==> config.mk <==
export PLATFORM = sky130hd
export DESIGN_NAME = alu_shift_stage
export DESIGN_NICKNAME = d
export VERILOG_FILES = /design/src/rtl/alu_shift_stage.sv
export SDC_FILE = /design/constraint.sdc
export NUM_CORES = 1
export LEC_CHECK = 0
export ABC_CLOCK_PERIOD_IN_PS = 3300
export CAP_MARGIN = 15
export CORE_MARGIN = 2
export CORE_UTILIZATION = 61
export DETAILED_ROUTE_END_ITERATION = 16
export PLACE_DENSITY = 0.86
export SETUP_SLACK_MARGIN = 0.3
export SYNTH_ARGS = -nofsm -noshare
export SYNTH_HDL_FRONTEND = slang
export SYNTH_SLANG_ARGS = --single-unit
==> constraint.sdc <==
create_clock -name clk -period 3.3 [get_ports clk]
set_clock_uncertainty 0.15 [all_clocks]
set_input_delay 0.495 -clock clk [delete_from_list [all_inputs] [get_ports clk]]
set_output_delay 0.495 -clock clk [all_outputs]
set_load 0.005 [all_outputs]
==> src/rtl/alu_shift_stage.sv <==
// Shift ALU stage: 32-bit barrel shift feeding a two-entry (main + skid) output buffer.
// Optional zero flag enabled by defining SHIFT_ZERO_FLAG_EN.
`timescale 1ns/1ps

module alu_barrel_shifter (
    input  logic [31:0] i_data,
    input  logic [4:0]  i_shamt,
    output logic [31:0] o_sll,
    output logic [31:0] o_srl,
    output logic [31:0] o_sra
);
    logic [31:0] w_sll [0:5];
    logic [31:0] w_srl [0:5];
    logic [31:0] w_sra [0:5];

    assign w_sll[0] = i_data;
    assign w_srl[0] = i_data;
    assign w_sra[0] = i_data;

    // Stage k shifts by 2**k when shamt bit k is set.
    for (genvar k = 0; k < 5; k++) begin : g_stage
        localparam int SH = 1 << k;
        assign w_sll[k+1] = i_shamt[k] ? {w_sll[k][31-SH:0], {SH{1'b0}}} : w_sll[k];
        assign w_srl[k+1] = i_shamt[k] ? {{SH{1'b0}}, w_srl[k][31:SH]} : w_srl[k];
        assign w_sra[k+1] = i_shamt[k] ? {{SH{w_sra[k][31]}}, w_sra[k][31:SH]} : w_sra[k];
    end

    assign o_sll = w_sll[5];
    assign o_srl = w_srl[5];
    assign o_sra = w_sra[5];
endmodule

module alu_shift_stage #(
    parameter int RD_W = 5
) (
    input  logic            clk,
    input  logic            rst_n,
    input  logic            flush,
    input  logic            in_valid,
    output logic            in_ready,
    input  logic [1:0]      in_op,
    input  logic [31:0]     in_src0,
    input  logic [31:0]     in_src1,
    input  logic [RD_W-1:0] in_rd,
    output logic            out_valid,
    input  logic            out_ready,
    output logic [31:0]     out_result,
    output logic [RD_W-1:0] out_rd
`ifdef SHIFT_ZERO_FLAG_EN
    ,
    output logic            out_zero
`endif
);
    logic [31:0]     w_sll, w_srl, w_sra;
    logic [31:0]     w_shift_res, w_new_result;
    logic            w_accept, w_xfer, w_main_free;
    logic            w_skid_to_main, w_new_to_main, w_new_to_skid;
    logic            w_main_valid_nxt, w_skid_valid_nxt;
    logic            w_unused_src1_hi;

    logic            r_in_ready;
    logic            r_main_valid, r_skid_valid;
    logic [31:0]     r_main_result, r_skid_result;
    logic [RD_W-1:0] r_main_rd, r_skid_rd;

    assign w_unused_src1_hi = ^in_src1[31:5];

    alu_barrel_shifter u_shifter (
        .i_data  (in_src0),
        .i_shamt (in_src1[4:0]),
        .o_sll   (w_sll),
        .o_srl   (w_srl),
        .o_sra   (w_sra)
    );

    always_comb begin
        case (in_op)
            2'b00:   w_shift_res = w_sll;
            2'b01:   w_shift_res = w_srl;
            2'b10:   w_shift_res = w_sra;
            default: w_shift_res = in_src0;
        endcase
        // Writes to x0 still flow through so the tag stays in order downstream.
        w_new_result = (in_rd == '0) ? 32'd0 : w_shift_res;
    end

    // Main can only be empty when skid is empty, so skid never bypasses main.
    always_comb begin
        w_accept       = in_valid & r_in_ready & ~flush;
        w_xfer         = r_main_valid & out_ready;
        w_main_free    = w_xfer | ~r_main_valid;
        w_skid_to_main = w_main_free & r_skid_valid & ~flush;
        w_new_to_main  = w_main_free & ~r_skid_valid & w_accept;
        w_new_to_skid  = ~w_main_free & w_accept;
        if (flush) begin
            w_main_valid_nxt = 1'b0;
            w_skid_valid_nxt = 1'b0;
        end else if (w_main_free) begin
            w_main_valid_nxt = r_skid_valid | w_accept;
            w_skid_valid_nxt = 1'b0;
        end else begin
            w_main_valid_nxt = 1'b1;
            w_skid_valid_nxt = r_skid_valid | w_accept;
        end
    end

    always_ff @(posedge clk or negedge rst_n) begin
        if (!rst_n) begin
            r_main_valid <= 1'b0;
            r_skid_valid <= 1'b0;
            r_in_ready   <= 1'b0;
        end else begin
            r_main_valid <= w_main_valid_nxt;
            r_skid_valid <= w_skid_valid_nxt;
            r_in_ready   <= ~w_skid_valid_nxt;
        end
    end

    always_ff @(posedge clk or negedge rst_n) begin
        if (!rst_n) begin
            r_main_result <= 32'd0;
            r_main_rd     <= '0;
            r_skid_result <= 32'd0;
            r_skid_rd     <= '0;
        end else begin
            if (w_skid_to_main) begin
                r_main_result <= r_skid_result;
                r_main_rd     <= r_skid_rd;
            end else if (w_new_to_main) begin
                r_main_result <= w_new_result;
                r_main_rd     <= in_rd;
            end
            if (w_new_to_skid) begin
                r_skid_result <= w_new_result;
                r_skid_rd     <= in_rd;
            end
        end
    end

`ifdef SHIFT_ZERO_FLAG_EN
    logic r_main_zero, r_skid_zero;

    always_ff @(posedge clk or negedge rst_n) begin
        if (!rst_n) begin
            r_main_zero <= 1'b0;
            r_skid_zero <= 1'b0;
        end else begin
            if (w_skid_to_main)
                r_main_zero <= r_skid_zero;
            else if (w_new_to_main)
                r_main_zero <= (w_new_result == 32'd0);
            if (w_new_to_skid)
                r_skid_zero <= (w_new_result == 32'd0);
        end
    end

    assign out_zero = r_main_zero;
`endif

    assign in_ready   = r_in_ready;
    assign out_valid  = r_main_valid;
    assign out_result = r_main_result;
    assign out_rd     = r_main_rd;
endmodule

Yosys cells after proc, flatten, opt, wreduce, memory -nomap -nowiden
Index checks and enable logic that the tools add are counted.

Latch bits: 0. Bits of input ports: 76. Output and inout port bits: 39. Bits in writable memories: 0. ROM bits: 0. Memories kept: 0. Word-level logic and storage cells: 52. Register bits after elaboration: 77.

$add $sub $neg: 0. Bitwise operators: 15. Magnitude comparators: 0. Reduce and logical (&&, ||, !) cells: 3. Shift-type cells: 0. Multiplexer cells: 25. Multipliers: 0. Div/mod/pow operators: 0. Equality and inequality tests: 2.

Operators with widths (count): 2-to-1 mux 32 bit (13); 2-to-1 mux 31 bit (5); one-hot mux 32 bit (3 select lines) (1); 2-to-1 mux 5 bit (2); bitwise AND 1 bit (8); zero test 5 bit (1); inverter 1 bit (5); 2-to-1 mux 1 bit (4); equality test 2 x 1 -> 1 bit (second input constant) (1); equality test 2 bit (second input constant) (1); zero test 2 bit (1); OR 1 bit (2); nonzero test 2 bit (1).

Logic depth before layout (Yosys ltp)
Depth in word-level cells: 9. Mapped depth: 10.

Modules after synthesis
From an unflattened synthesis, not the netlist that was laid out.

Cells, all modules: 803. Area total of the unflattened synthesis: 8433.1 um^2.

By module, submodules not included: alu_shift_stage (seq. area each 1926.8 um^2, cells each 379, times used 1, area each 4663.2 um^2); alu_barrel_shifter (seq. area each 0.0 um^2, cells each 424, times used 1, area each 3769.9 um^2).

Least setup slack after synthesis
No wires, ideal clock.

Kind: in2reg. Start: input in_src1[0]. End: register r_main_result[13], in the netlist out_result[13]. Setup time: 0.127 ns. Required time: 3.023 ns. Setup slack: 0.758 ns. Stages: 8. Data arrival time: 2.265 ns. Cells stage by stage: buf_6 buf_12 buf_6 mux2_2 mux4_2 a221o_1 a21oi_2 o21ai_1.

Cells in the longest elaborated chain, start to end: 9. Elaborated cells between the ends (all ways): 19. Classes of those cells: mux: 19.

Ends and longest elaborated chain: from (decl) (line 43) `input logic [31:0] in_src1,`; 2-to-1 mux 31 bit (tied with other cells) (5 in series) (line 25) `assign w_sra[k+1] = i_shamt[k] ? {{SH{w_sra[k][31]}}, w_sra[k][31:SH]} : w_sra[k];`; one-hot mux 32 bit (3 select lines) (*) (line 77) `case (in_op)`; 2-to-1 mux 32 bit (*) (line 84) `w_new_result = (in_rd == '0) ? 32'd0 : w_shift_res;`; 2-to-1 mux 32 bit (*) (line 129) `end else if (w_new_to_main) begin`; 2-to-1 mux 32 bit (*) (line 126) `if (w_skid_to_main) begin`; to (signal assigned) (line 127) `r_main_result <= r_skid_result;`; to (signal assigned) (line 130) `r_main_result <= w_new_result;`; to (decl) (line 63) `logic [31:0] r_main_result, r_skid_result;`.

Mark *: on every way between the ends. The rest lies on a longest branch, timed or not. The select of a mux whose other input is x is not followed. A chain may end at the register's enable or synchronous reset.

Worst setup path after layout
Start: input in_op[1]. End: register r_main_result[12], in the netlist out_result[12].

Cells in the longest elaborated chain, start to end: 5. Elaborated cells between the ends (all ways): 7. Classes of those cells: eq/ne: 2; mux: 4; reduce/logical: 1.

Ends and longest elaborated chain: from (decl) (line 41) `input logic [1:0] in_op,`; equality test 2 bit (tied with other cells) (line 77); one-hot mux 32 bit (3 select lines) (*) (line 77); 2-to-1 mux 32 bit (*) (line 84); 2-to-1 mux 32 bit (*) (line 129); 2-to-1 mux 32 bit (*) (line 126).

Marks and branches as above.

==> summary.md <==
| Metric | Value |
|---|---|
| First-pass GRT wire length | 52500 um |
| Drt pass-1 iters | 6 |
| Num rows | 42 |
| Top_reg_cell synth | dfrtp_1 |
| Max-cap violation count | 0 |
| Final Non-Filler Cells | around 1200 |
| Hold/Removal Path Class | primary input to asynchronous set/reset pin |
| Cell Area, Synth | approximately 8400 um2 |
| Slowest-stage cell, CP | clkdlybuf4s50_1 |
| Normalized max-slew margin | between 30% and 40% |
| Pleak | approximately 4.1 nW |
| Post-DR vias/cell | around 7.6 |
| Peak VDD IR | between 0.2 and 0.3 mV |
| Diode count | 0 |
| Tmin final | between 2 and 3 ns |
| Starting Density | between 60% and 70% |
| Fraction of registers with async set/reset | 100% |
| Antenna viol nets, final | 0 |
| Register area share after synthesis | a little under a quarter |
| # IOs | between 100 and 150 |
| CP max stage delay | around 0.51 ns |
| Number of synthesized register bits | 77 |
| Worst path required time | roughly 3.4 ns |
| Commonest non-fill, non-tap cells in the layout | nand2_1, buf_4, nor2_1, clkdlybuf4s50_1, dfrtp_1 |
| Crit-path cells | clkdlybuf4s50_1 -> buf_12 -> buf_4 -> xor2_2 -> buf_4 -> nand2_1 -> nor3_1 -> a211oi_1 -> o41ai_1 |
| Final count of pins violating max slew | 0 |
| Final GP Congestion | ~1.2 |
| Post-route DRC violation count | 0 |
| RSZ-0062 raised after global routing | no |
| Family with the most delay on the worst path | buffers and inverters |
| Peak Freq | approximately 330 MHz |
| Final period util | 90.6% |
| Total Neg Setup Slack | 0 ns |
| DR vias | 9382 |
| CP startpoint kind | primary input |
| Setup Crit Path Kind | primary input to flip-flop |
| EDFF count, synth | 0 |
| Outcome | completed |
| Pwr per Cell Area | about 380 nW/um2 |
| Port Buffer Count | 87 |
| Post-DP HPWL | between 20000 and 30000 um |
| Die area | 14700 um2 |
| Total GRT Usage | a little under half |
| Initial drt markers | about 1700 |
| CP arrival | roughly 3 ns |
| Storage element area | roughly 1900 um2 |
| Worst setup EP type | flip-flop |
| Root Buffer | clkbuf_16 |
| Initial antenna violation count | 0 |
| Syn_nets | about 1000 |
| Area leader, netlist | dfrtp_1 |
| Die W | 121 um |
| TritonCTS buffer count | 9 |
| H-Tree Level Count | 3 |
| Final setup fails | 0 |
| Final hold vios | 0 |
| CP dominant cell by count | buf_4 |
| Synth top area share | approximately 23% |
| Clock-pin slew on the worst setup and hold paths | around 0.060 ns |
| Area grow syn2layout | 20.3% |
| Placed Instances | ~1200 |
| Total grt overflow | 0 |
| Drt wl/cell | ~28 um |
| Largest net degree at the start of global routing | slightly below 80 |
| Layout net count | around 1100 |
| CTS Buffer Depth | 2 |
| CTS Hold Bufs | 0 |
| Area contributors post-synth | dfrtp_1, mux4_2, nand2_1 |
| Vias in the first global route | 9000 |
| Chip height | between 100 and 150 um |
| Number of distinct library cells after synthesis | between 80 and 90 |
| Core area | between 10000 and 15000 um2 |
| Worst skew pair latency | 0.34 ns |
| Total Wirelength | between 30000 and 40000 um |
| Post-synthesis instance total | about 950 |
| Sinks on Clock Net | just under 80 |
| Warnings, synthesis | 0 |
| Most common cell after layout, fill and taps aside | nand2_1 |
| Area occupied by multi-input gates | a little under 6000 um2 |
| CTS tree | yes |
| Critical Path Fanout Max | 18 |
| # fillers | between 900 and 1000 |
| Fraction of layout cells with a size suffix above 1 | between 20% and 30% |
| Crit path buf inv count | 4 |
| Mean Syn Cell Area | approximately 8.9 um2 |
| Measured slew at the worst slew-check pin | about 0.95 ns |
## synth_stat cells, drive strengths merged, types with 5 or more instances
master   number
a2bb2oi      11
inv          10
a21oi        35
mux4         61
o221ai        8
a311oi        5
o31ai        14
a211o         6
mux2         40
o2111ai       5
a211oi       13
nor2         82
o211ai       10
nand3        20
dfrtp        77
o21ai        85
mux2i        41
and2          7
nand2       122
a32oi         6
a22o          7
buf          45
clkbuf       54
a31oi        22
nor2b         8
and3          9
a22oi         6
nand2b       11
o22ai        20
or3          14
nor3         17
## cells by family after synthesis
family          after synthesis  synth area share, %
simple gates                310                 17.0
flops                        77                 23.0
buf+inv                     112                 7.51
compound gates              304                 25.3
mux                         142                 27.0
xor+xnor                      2                0.299
## timing repair
item	in CTS	in global routing
buffers inserted	0	0
setup endpoints to repair	0	5
gates resized for setup	0	3
## stage by stage
stage	util [%]	instance area, um2	hold slack [ns]	setup slack, ns	power, W
6_report	75.5	10100	0.147	0.310	0.00387
5_1_grt	75.5	10100	0.243	0.303	0.00402
4_1_cts	75.4	10100	0.177	0.443	0.00382
3_5_place_dp	73.3	9780	0.313	0.0922	0.00286
3_3_place_gp	73.3	9780	0.306	0.155	0.00281
2_1_floorplan	-	8380	0.0494	0.758	0.00215
## flip-flops by register name (all words and copies together), names as in the netlist
| name | flops |
|---|---|
| r_skid_valid | 1 |
| in_ready | 1 |
| r_skid_rd | 5 |
| out_valid | 1 |
| out_rd | 5 |
| out_result | 32 |
| r_skid_result | 32 |
## worst register-to-register path: stages (launching register included)
cell     delay, ns
dfrtp_1       0.64
inv_1         0.16
nand2_1       0.11
nand2_1       0.28
nor2_1        0.62
a21oi_1       0.17
## final timing paths
kind	startpoint	to	slack, ns	cells past startpoint
worst max register to register	r_skid_valid	out_result[1]	1.02	5
worst max-delay path	in_op[1]	out_result[12]	0.31	9
min in group clk	r_skid_rd[4]	r_skid_rd[4]	0.33	2
worst min register to register	r_skid_rd[4]	r_skid_rd[4]	0.33	2
worst min-delay path	rst_n	out_rd[4]	0.15	1
max in group asynchronous	rst_n	out_result[1]	2.23	1
## where the power goes
part           leakage (nW)  internal [W]  switching (W)
registers             0.950       0.00116       0.000134
clock network         0.140      0.000528       0.000428
logic                  3.00      0.000766       0.000864
total                  4.09       0.00245        0.00142
## final cells by class
| cell class | instances | area share (%) |
|---|---|---|
| Clock buffer | 9 | 2.23 |
| Clock inverter | 7 | 0.645 |
| Inverter | 11 | 0.409 |
| Multi-Input combinational cell | 758 | 58.0 |
| Sequential cell | 77 | 19.1 |
| Tap cell | 176 | 2.18 |
| Timing Repair Buffer | 197 | 17.4 |
## layer usage
metal,GRT usage (%),part of all wire [%]
met2,72.4,43
met5,0,0
met1,61.9,36
met4,26.3,7.1
met3,11.6,14
Note: power is estimated with default switching activity, not from simulation.
